--- config.mk ---
export PLATFORM = sky130hd
export DESIGN_NAME = execute_stage_flat
export DESIGN_NICKNAME = d
export VERILOG_FILES = /design/src/rtl/execute_stage_if.sv /design/src/rtl/execute_stage.sv /design/src/flat_wrapper.sv
export SDC_FILE = /design/constraint.sdc
export NUM_CORES = 1
export LEC_CHECK = 0
export CORE_UTILIZATION = 52
export DETAILED_ROUTE_END_ITERATION = 10
export PLACE_DENSITY = 0.92
export SYNTH_ARGS = -nofsm -noshare
export SYNTH_HDL_FRONTEND = slang
export SYNTH_SLANG_ARGS = --single-unit
--- constraint.sdc ---
create_clock -name clk -period 16.76 [get_ports clk]
set_clock_uncertainty 0.15 [all_clocks]
set_input_delay 2.514 -clock clk [delete_from_list [all_inputs] [get_ports clk]]
set_output_delay 2.514 -clock clk [all_outputs]
set_load 0.02 [all_outputs]
--- src/rtl/execute_stage_if.sv ---
// ID/EX inputs, fetch redirect and EX/MEM outputs of the RV32I execute stage.
// The slave view belongs to the execute stage; the master view drives it.
interface execute_stage_if #(
  parameter int XLEN = 32,
  parameter int REGW = 5
);
  logic            RegWriteE;
  logic [1:0]      ResultSrcE;
  logic            MemWriteE;
  logic            JumpE;
  logic            BranchE;
  logic [2:0]      ALUControlE;
  logic            ALUSrcE;
  logic [XLEN-1:0] RD1E;
  logic [XLEN-1:0] RD2E;
  logic [XLEN-1:0] ImmExtE;
  logic [REGW-1:0] RdE;
  logic [XLEN-1:0] PCE;
  logic [XLEN-1:0] PCPlus4E;
  logic [1:0]      ForwardAE;
  logic [1:0]      ForwardBE;
  logic [XLEN-1:0] ResultW;

  logic            PCSrcE;
  logic [XLEN-1:0] PCTargetE;
  logic            RegWriteM;
  logic [1:0]      ResultSrcM;
  logic            MemWriteM;
  logic [XLEN-1:0] ALUResultM;
  logic [XLEN-1:0] WriteDataM;
  logic [REGW-1:0] RdM;
  logic [XLEN-1:0] PCPlus4M;

  modport slave (
    input  RegWriteE, ResultSrcE, MemWriteE, JumpE, BranchE, ALUControlE,
           ALUSrcE, RD1E, RD2E, ImmExtE, RdE, PCE, PCPlus4E,
           ForwardAE, ForwardBE, ResultW,
    output PCSrcE, PCTargetE, RegWriteM, ResultSrcM, MemWriteM,
           ALUResultM, WriteDataM, RdM, PCPlus4M
  );

  modport master (
    output RegWriteE, ResultSrcE, MemWriteE, JumpE, BranchE, ALUControlE,
           ALUSrcE, RD1E, RD2E, ImmExtE, RdE, PCE, PCPlus4E,
           ForwardAE, ForwardBE, ResultW,
    input  PCSrcE, PCTargetE, RegWriteM, ResultSrcM, MemWriteM,
           ALUResultM, WriteDataM, RdM, PCPlus4M
  );
endinterface

--- src/rtl/execute_stage.sv ---
// RV32I execute stage: operand forwarding, ALU, branch/jump redirect and the
// EX/MEM pipeline register.
module execute_stage #(
  parameter int XLEN = 32,
  parameter int REGW = 5
) (
  input logic            clk,
  input logic            rst,
  execute_stage_if.slave bus
);
  typedef struct packed {
    logic            reg_write;
    logic [1:0]      result_src;
    logic            mem_write;
    logic [XLEN-1:0] alu_result;
    logic [XLEN-1:0] write_data;
    logic [REGW-1:0] rd;
    logic [XLEN-1:0] pc_plus4;
  } exmem_t;

  exmem_t          exmem_q;
  logic [XLEN-1:0] src_a;
  logic [XLEN-1:0] write_data_int;
  logic [XLEN-1:0] src_b;
  logic [XLEN-1:0] alu_result;
  logic            zero;

  // Forward source 10 is this stage's own registered result (previous instruction).
  always_comb begin
    src_a = bus.RD1E;
    case (bus.ForwardAE)
      2'b01:   src_a = bus.ResultW;
      2'b10:   src_a = exmem_q.alu_result;
      default: src_a = bus.RD1E;
    endcase
  end

  always_comb begin
    write_data_int = bus.RD2E;
    case (bus.ForwardBE)
      2'b01:   write_data_int = bus.ResultW;
      2'b10:   write_data_int = exmem_q.alu_result;
      default: write_data_int = bus.RD2E;
    endcase
  end

  assign src_b = bus.ALUSrcE ? bus.ImmExtE : write_data_int;

  always_comb begin
    alu_result = '0;
    case (bus.ALUControlE)
      3'b000:  alu_result = src_a + src_b;
      3'b001:  alu_result = src_a - src_b;
      3'b010:  alu_result = src_a & src_b;
      3'b011:  alu_result = src_a | src_b;
      3'b100:  alu_result = src_a ^ src_b;
      3'b101:  alu_result = {{(XLEN-1){1'b0}}, ($signed(src_a) < $signed(src_b))};
      default: alu_result = '0;
    endcase
  end

  assign zero          = (alu_result == '0);
  assign bus.PCTargetE = bus.PCE + bus.ImmExtE;
  // Gated by reset asynchronously so fetch is never redirected while held in reset.
  assign bus.PCSrcE    = rst & ((bus.BranchE & zero) | bus.JumpE);

  always_ff @(posedge clk) begin
    if (!rst) begin
      exmem_q <= '0;
    end else begin
      exmem_q.reg_write  <= bus.RegWriteE;
      exmem_q.result_src <= bus.ResultSrcE;
      exmem_q.mem_write  <= bus.MemWriteE;
      exmem_q.alu_result <= alu_result;
      exmem_q.write_data <= write_data_int;
      exmem_q.rd         <= bus.RdE;
      exmem_q.pc_plus4   <= bus.PCPlus4E;
    end
  end

  assign bus.RegWriteM  = exmem_q.reg_write;
  assign bus.ResultSrcM = exmem_q.result_src;
  assign bus.MemWriteM  = exmem_q.mem_write;
  assign bus.ALUResultM = exmem_q.alu_result;
  assign bus.WriteDataM = exmem_q.write_data;
  assign bus.RdM        = exmem_q.rd;
  assign bus.PCPlus4M   = exmem_q.pc_plus4;
endmodule

--- src/flat_wrapper.sv ---
// flat-port wrapper written by rule: the top's interface ports become plain ports
module execute_stage_flat 
#(
  parameter int XLEN = 32,
  parameter int REGW = 5
)
  (clk, rst, bus_RegWriteE, bus_ResultSrcE, bus_MemWriteE, bus_JumpE, bus_BranchE, bus_ALUControlE, bus_ALUSrcE, bus_RD1E, bus_RD2E, bus_ImmExtE, bus_RdE, bus_PCE, bus_PCPlus4E, bus_ForwardAE, bus_ForwardBE, bus_ResultW, bus_PCSrcE, bus_PCTargetE, bus_RegWriteM, bus_ResultSrcM, bus_MemWriteM, bus_ALUResultM, bus_WriteDataM, bus_RdM, bus_PCPlus4M);
  execute_stage_if #(.XLEN(XLEN), .REGW(REGW)) bus_i ();
  input logic clk;
  input logic rst;
  input wire logic [$bits(bus_i.RegWriteE)-1:0] bus_RegWriteE;
  input wire logic [$bits(bus_i.ResultSrcE)-1:0] bus_ResultSrcE;
  input wire logic [$bits(bus_i.MemWriteE)-1:0] bus_MemWriteE;
  input wire logic [$bits(bus_i.JumpE)-1:0] bus_JumpE;
  input wire logic [$bits(bus_i.BranchE)-1:0] bus_BranchE;
  input wire logic [$bits(bus_i.ALUControlE)-1:0] bus_ALUControlE;
  input wire logic [$bits(bus_i.ALUSrcE)-1:0] bus_ALUSrcE;
  input wire logic [$bits(bus_i.RD1E)-1:0] bus_RD1E;
  input wire logic [$bits(bus_i.RD2E)-1:0] bus_RD2E;
  input wire logic [$bits(bus_i.ImmExtE)-1:0] bus_ImmExtE;
  input wire logic [$bits(bus_i.RdE)-1:0] bus_RdE;
  input wire logic [$bits(bus_i.PCE)-1:0] bus_PCE;
  input wire logic [$bits(bus_i.PCPlus4E)-1:0] bus_PCPlus4E;
  input wire logic [$bits(bus_i.ForwardAE)-1:0] bus_ForwardAE;
  input wire logic [$bits(bus_i.ForwardBE)-1:0] bus_ForwardBE;
  input wire logic [$bits(bus_i.ResultW)-1:0] bus_ResultW;
  output wire logic [$bits(bus_i.PCSrcE)-1:0] bus_PCSrcE;
  output wire logic [$bits(bus_i.PCTargetE)-1:0] bus_PCTargetE;
  output wire logic [$bits(bus_i.RegWriteM)-1:0] bus_RegWriteM;
  output wire logic [$bits(bus_i.ResultSrcM)-1:0] bus_ResultSrcM;
  output wire logic [$bits(bus_i.MemWriteM)-1:0] bus_MemWriteM;
  output wire logic [$bits(bus_i.ALUResultM)-1:0] bus_ALUResultM;
  output wire logic [$bits(bus_i.WriteDataM)-1:0] bus_WriteDataM;
  output wire logic [$bits(bus_i.RdM)-1:0] bus_RdM;
  output wire logic [$bits(bus_i.PCPlus4M)-1:0] bus_PCPlus4M;
  assign bus_i.RegWriteE = bus_RegWriteE;
  assign bus_i.ResultSrcE = bus_ResultSrcE;
  assign bus_i.MemWriteE = bus_MemWriteE;
  assign bus_i.JumpE = bus_JumpE;
  assign bus_i.BranchE = bus_BranchE;
  assign bus_i.ALUControlE = bus_ALUControlE;
  assign bus_i.ALUSrcE = bus_ALUSrcE;
  assign bus_i.RD1E = bus_RD1E;
  assign bus_i.RD2E = bus_RD2E;
  assign bus_i.ImmExtE = bus_ImmExtE;
  assign bus_i.RdE = bus_RdE;
  assign bus_i.PCE = bus_PCE;
  assign bus_i.PCPlus4E = bus_PCPlus4E;
  assign bus_i.ForwardAE = bus_ForwardAE;
  assign bus_i.ForwardBE = bus_ForwardBE;
  assign bus_i.ResultW = bus_ResultW;
  assign bus_PCSrcE = bus_i.PCSrcE;
  assign bus_PCTargetE = bus_i.PCTargetE;
  assign bus_RegWriteM = bus_i.RegWriteM;
  assign bus_ResultSrcM = bus_i.ResultSrcM;
  assign bus_MemWriteM = bus_i.MemWriteM;
  assign bus_ALUResultM = bus_i.ALUResultM;
  assign bus_WriteDataM = bus_i.WriteDataM;
  assign bus_RdM = bus_i.RdM;
  assign bus_PCPlus4M = bus_i.PCPlus4M;
  execute_stage #(.XLEN(XLEN), .REGW(REGW)) u_core (.clk(clk), .rst(rst), .bus(bus_i));
endmodule
## Word level (Yosys, flattened, before mapping)

Index checks and enable logic that the tools add are counted.

| word-level totals | value |
|---|---|
| register bits | 105 |
| input port bits | 213 |
| output and inout bits | 138 |
| word-level logic and storage cells | 32 |

| cells by class | value |
|---|---|
| $add $sub $neg | 3 |
| $lt $le $gt $ge | 1 |
| equal/unequal tests | 9 |
| multiplexer cells | 4 |
| bitwise operators | 6 |
| reductions and logical operators | 2 |

Operator list:

| cell | number |
|---|---|
| case mux 32 bit (6 select lines) | 1 |
| case mux 32 bit (2 select lines) | 2 |
| adder 32 bit | 2 |
| bitwise AND 32 bit | 1 |
| logical NOT 32 bit | 1 |
| less-than comparator 32 bit | 1 |
| two-way mux 32 bit | 1 |
| OR 32 bit | 1 |
| subtractor 32 bit | 1 |
| XOR 32 bit | 1 |
| == test 3 x 2 -> 1 bit, second input constant | 2 |
| == test 3 bit, second input constant | 2 |
| == test 2 x 1 -> 1 bit, second input constant | 2 |
| == test 2 bit, second input constant | 2 |
| == test 3 x 1 -> 1 bit, second input constant | 1 |
| logical NOT 3 bit | 1 |
| bitwise AND 1 bit | 2 |
| OR 1 bit | 1 |

## Longest topological paths before layout

| depth | value |
|---|---|
| depth after elaboration | 9 |
| depth in mapped cells | 21 |
| mapped depth without buffers | 21 |

## Worst setup path after synthesis

OpenSTA, ideal clock, no wires.

| timing path | value |
|---|---|
| path kind | input port to output port |
| start | in bus_ForwardBE[0] |
| end | out bus_PCSrcE |
| arrival | 7.083 ns |
| required time | 14.096 ns |
| slack | 7.013 ns |
| cell stages on the path | 21 |
| buffers on the path | 2 |
| cell sequence | inv_1 -> ha_1 -> clkbuf_1 -> buf_1 -> a21oi_1 -> o21ai_0 -> ha_1 -> inv_1 -> fa_1 -> nand2b_1 -> a211oi_1 -> o31a_1 -> a2111oi_4 -> a211oi_1 -> a211oi_2 -> nor4_1 -> o2111ai_1 -> mux2_2 -> a211o_1 -> nor4_2 -> a32o_1 |

| on the way | value |
|---|---|
| longest elaborated chain between the ends | 9 |
| elaborated cells between the ends (all ways) | 15 |
| classes of those cells | 2 x add/sub; 1 x order compare; 2 x eq/ne; 3 x mux; 6 x bitwise; 1 x reduce/logical |

Ends and longest elaborated chain:

| item | RTL line | RTL |
|---|---|---|
| start: declaration | flat_wrapper.sv:25 | `input wire logic [$bits(bus_i.ForwardBE)-1:0] bus_ForwardBE;` |
| == test 2 bit or == test 2 x 1 -> 1 bit (tied branches) | execute_stage.sv:40 | `case (bus.ForwardBE)` |
| case mux 32 bit (2 select lines) (*) | execute_stage.sv:40 |  |
| two-way mux 32 bit (*) | execute_stage.sv:47 | `assign src_b = bus.ALUSrcE ? bus.ImmExtE : write_data_int;` |
| subtractor 32 bit (tied with other cells) | execute_stage.sv:53 | `3'b001: alu_result = src_a - src_b;` |
| case mux 32 bit (6 select lines) (*) | execute_stage.sv:51 | `case (bus.ALUControlE)` |
| logical NOT 32 bit (*) | execute_stage.sv:62 | `assign zero = (alu_result == '0);` |
| bitwise AND 1 bit (*) | execute_stage.sv:65 | `assign bus.PCSrcE = rst & ((bus.BranchE & zero) \| bus.JumpE);` |
| OR 1 bit (*) | execute_stage.sv:65 |  |
| bitwise AND 1 bit (*) | execute_stage.sv:65 |  |
| end: declaration | flat_wrapper.sv:27 | `output wire logic [$bits(bus_i.PCSrcE)-1:0] bus_PCSrcE;` |

Every way passes the cells marked *; elsewhere a longest branch is shown, timed or not.

## Final worst setup path

Ends and elaborated chain as after synthesis.

==> implementation parameters <==
Parameter                              Value

Synthesis
  Main synth FF type    sky130_fd_sc_hd__dfxtp_1
  Post-Synthesis Net Count    1,922
  Sequential share of the synthesized area    0.186
  Combined area of all synthesized cells    11,300 µm²
  Distinct cell type count of the synthesized netlist    between 70 and 80
  Cell count after synthesis    1,566
  Average footprint of a synthesized cell    7.23 µm²
  Number of flip-flops and latches in the synthesized netlist    ~110
  Total of warnings raised by yosys    0
  Count of flip-flops with a built-in enable after synthesis    0
  Fraction of synthesis flops using an asynchronous set or reset pin    0

Flow run
  Maxcap violations    0

Setup path
  Largest fanout of any net on the critical path    32
  Largest stage delay on the critical path    0.98 ns
  Reg-to-reg critical path startpoint    u_core.bus.ALUResultM[10]
  Master of the slowest instance on the critical path    sky130_fd_sc_hd__ha_1
  Required time of the critical path    14.10 ns
  Crit path arrival time    9.35 ns
  CP top delay family    compound AO/OA/AOI/OAI gates
  Type of the setup path with the least slack    input pin to primary output
  Ordered list of cells on the worst path    clkdlybuf4s50_1, ha_1, a22oi_1, nor2_1, a21oi_1, o21ai_0, ha_1, inv_1, fa_1, nand2b_1, a211oi_1, o31a_1, a2111oi_4, a211oi_1, a211oi_2, nor4_1, o2111ai_1, mux2_2, a211o_1, nor4_2, a32o_1, clkdlybuf4s50_1
  Crit. End Element    primary output
  Sort of element at the start of the critical path    input pin
  Critical path origin    bus_ForwardBE[0]
  Buf+Inv Stages, Crit Path    3

STA
  Final Hold Violating Endpoints    0
  Tightest hold margin    about 0.60 ns
  Relative slew slack    0.182
  Number of setup violations in the final report    0
  Worst-margin pin slew    1.23 ns
  Achievable clock frequency    83.2 MHz
  RSZ-0062 raised after global routing    false
  Clock period minus final worst setup slack    between 10 and 15 ns
  Summed negative setup slack over all endpoints    0 ns
  Final Max Tran Viols    0
  Final cycle utilization of the critical path    0.717

Finish
  Fill cells    1,772
  Fraction of final layout cells sized beyond drive strength 1    0.0286
  Most common cell after layout, fill and taps aside    sky130_fd_sc_hd__clkdlybuf4s50_1
  Leading cell types in the layout, fill and taps excluded    347 x sky130_fd_sc_hd__clkdlybuf4s50_1, 140 x sky130_fd_sc_hd__nand2_1, 139 x sky130_fd_sc_hd__ha_1, 126 x sky130_fd_sc_hd__nor2_1, 122 x sky130_fd_sc_hd__o21ai_0
  Number of nets in the layout    2,204
  Area growth syn-to-layout    34.2%

Die
  Vertical die dimension    150 µm
  I/O pin total    roughly 350
  Core Rows    53
  Initial core utilization    0.535
  Width of the die    between 100 and 150 µm
  Total die area    around 22,000 µm²
  Placeable Area    21,200 µm²

Placement
  Number of buffers inserted by port buffering    350
  Routability-driven placement congestion ratio    1.01
  Hpwl dp    around 38 mm

GRT
  All-Layer GR Usage    0.413
  Maximum number of pins on one net before global-route repair    108
  Congestion Overflow GR    0
  Via count of the first global-routing pass    12,200
  Initial antenna violation count    4
  Global-route wire length before repair    slightly above 70 mm

Clocking
  Number of hold-repair buffers added at the cts stage    0
  Number of CTS-inserted buffers    9
  Postcts setup bufs    0
  Number of H-tree levels    3
  Clock root buffer    sky130_fd_sc_hd__clkbuf_16
  Post-cts repair resize count    0
  Skew-Pair Late Insertion Delay    ~0.37 ns
  Clk buf depth    2
  Clock Pin Slew Worst Setup and Hold Paths    0.09 ns
  TritonCTS clock tree    yes
  Sinks on Clock Net    105

Hold path
  Hold Startpoint    u_core.bus.ALUResultM[8]
  Path type of the worst min-delay path    flip-flop to flip-flop

Routing
  DR vias/cell    6.20
  Number of design-rule violations left by the first detailed-router iteration    1,466
  Total detailed-routing wirelength    between 40 and 50 mm
  DRT antenna net count    0
  Total iterations of the first detailed-routing run    6
  Vias after detailed routing    13,200
  Routed WL per cell    22.6 µm
  Remaining design rule violation count    0

Pwr
  Static leakage    around 0.006 µW
  Worst voltage drop across the vdd grid    75.8 µV
  Pwr Density    between 70 and 80 nW/µm²

Status
  Status    completed
==> layer usage <==
metal | part of all wire | track usage | up-vias | wire length [µm]
met5 | 0.00027 | 0 | - | 13
met2 | 0.44 | 0.642 | 873 | 21400
met4 | 0.031 | 0.144 | 2 | 1470
met3 | 0.13 | 0.106 | 104 | 6060
li1 | - | - | 6131 | -
met1 | 0.40 | 0.549 | 6108 | 19200
==> where the power goes <==
group / internal (µW) / switching, µW / leakage (µW)
logic: 274 / 385 / 0.00516
clock network: 104 / 113 / 0.000133
registers: 271 / 18.9 / 0.000870
==> sequential cells by signal, summed over array words and instances (netlist names) <==
register	flops
u_core.bus.PCPlus4M	32
u_core.bus.ResultSrcM	2
u_core.bus.WriteDataM	32
u_core.bus.MemWriteM	1
u_core.bus.RdM	5
u_core.bus.ALUResultM	32
u_core.bus.RegWriteM	1
==> worst register-to-register path, cell delays in order (launching register included) <==
cell and delay [ns]:
sky130_fd_sc_hd__dfxtp_1 0.41, sky130_fd_sc_hd__a22oi_1 0.11, sky130_fd_sc_hd__nor2_1 0.16, sky130_fd_sc_hd__a21oi_1 0.07, sky130_fd_sc_hd__o21ai_0 0.63, sky130_fd_sc_hd__ha_1 0.51
sky130_fd_sc_hd__or3_1 0.44, sky130_fd_sc_hd__or4_1 0.43, sky130_fd_sc_hd__a211oi_2 0.31, sky130_fd_sc_hd__nor4b_1 0.13, sky130_fd_sc_hd__nor3_2 0.34, sky130_fd_sc_hd__nor2_1 0.20
sky130_fd_sc_hd__a31oi_1 0.24, sky130_fd_sc_hd__a21oi_1 0.11, sky130_fd_sc_hd__xnor2_1 0.13, sky130_fd_sc_hd__o21ai_0 0.09, sky130_fd_sc_hd__a311oi_1 0.44, sky130_fd_sc_hd__nor2b_1 0.14
==> metrics by stage <==
step                      instances  area, µm²  worst slack (ns)   util  power [µW]
final                          2131      15200              4.75  0.718        1170
after global routing           2131      15200              4.20  0.718        1220
after CTS                      2128      15200              4.87  0.718        1150
after detailed placement       2112      14900              4.91  0.704         931
after global placement         2112      14900              5.07  0.704         924
after floorplan                1566      11300              7.01      -         685
==> path summary, 6_finish.rpt <==
kind / endpoint / slack, ns / depth (start not counted)
worst max-delay path: bus_PCSrcE / 4.75 / 22
worst min-delay path: u_core.bus.WriteDataM[8] / 0.60 / 4
worst max register to register: u_core.bus.ALUResultM[31] / 11.58 / 17
worst min register to register: u_core.bus.WriteDataM[8] / 0.60 / 4
==> cell type report <==
class	instances	area [µm²]	share of cell area
Clock inverter	6	57.6	0.00379
Sequential cell	105	2100	0.138
Tap cell	275	344	0.0227
Antenna cell	3	7.51	0.000494
Timing Repair Buffer	362	3580	0.236
Clock buffer	10	229	0.0151
Multi-Input combinational cell	1259	8450	0.557
Inverter	111	417	0.0274
==> cells by family (layout without fill, tap and decap cells) <==
logic type	after synthesis	after routing	synth area share
AOI/OAI and AO/OA	515	515	0.297
adders and majority gates	143	143	0.160
xor gates and xnor gates	45	45	0.0348
and+or+nand+nor	540	540	0.240
DFF	105	105	0.186
muxes	16	16	0.0146
buffers and inverters	202	489	0.0680
other	0	3	0
==> synth_stat cells, types with 8 or more instances <==
library cell,number,area share
sky130_fd_sc_hd__o211ai_1,22,0.015
sky130_fd_sc_hd__a21oi_1,117,0.052
sky130_fd_sc_hd__nor4_1,13,0.0072
sky130_fd_sc_hd__clkbuf_1,73,0.024
sky130_fd_sc_hd__o31ai_1,14,0.0093
sky130_fd_sc_hd__dfxtp_1,105,0.19
sky130_fd_sc_hd__nor3_1,27,0.012
sky130_fd_sc_hd__mux2i_1,12,0.011
sky130_fd_sc_hd__nand3_1,16,0.0071
sky130_fd_sc_hd__a22oi_1,64,0.042
sky130_fd_sc_hd__or3_1,8,0.0044
sky130_fd_sc_hd__and3_1,11,0.0061
sky130_fd_sc_hd__o21bai_1,17,0.011
sky130_fd_sc_hd__ha_1,140,0.15
sky130_fd_sc_hd__xnor2_1,32,0.025
sky130_fd_sc_hd__nand2_1,140,0.046
sky130_fd_sc_hd__a21o_1,16,0.011
sky130_fd_sc_hd__nor2b_1,67,0.037
sky130_fd_sc_hd__a211oi_1,29,0.019
sky130_fd_sc_hd__and2_1,64,0.035
sky130_fd_sc_hd__a211o_1,8,0.0062
sky130_fd_sc_hd__o21ai_0,122,0.054
sky130_fd_sc_hd__o21a_1,15,0.0099
sky130_fd_sc_hd__nand4_1,10,0.0055
sky130_fd_sc_hd__inv_1,110,0.036
sky130_fd_sc_hd__nand2b_1,24,0.013
sky130_fd_sc_hd__buf_1,14,0.0046
sky130_fd_sc_hd__o22ai_1,9,0.0050
sky130_fd_sc_hd__a31oi_1,14,0.0077
sky130_fd_sc_hd__xor2_1,13,0.010
sky130_fd_sc_hd__nor2_1,126,0.042
No activity file was read; power rests on OpenSTA's default activity.
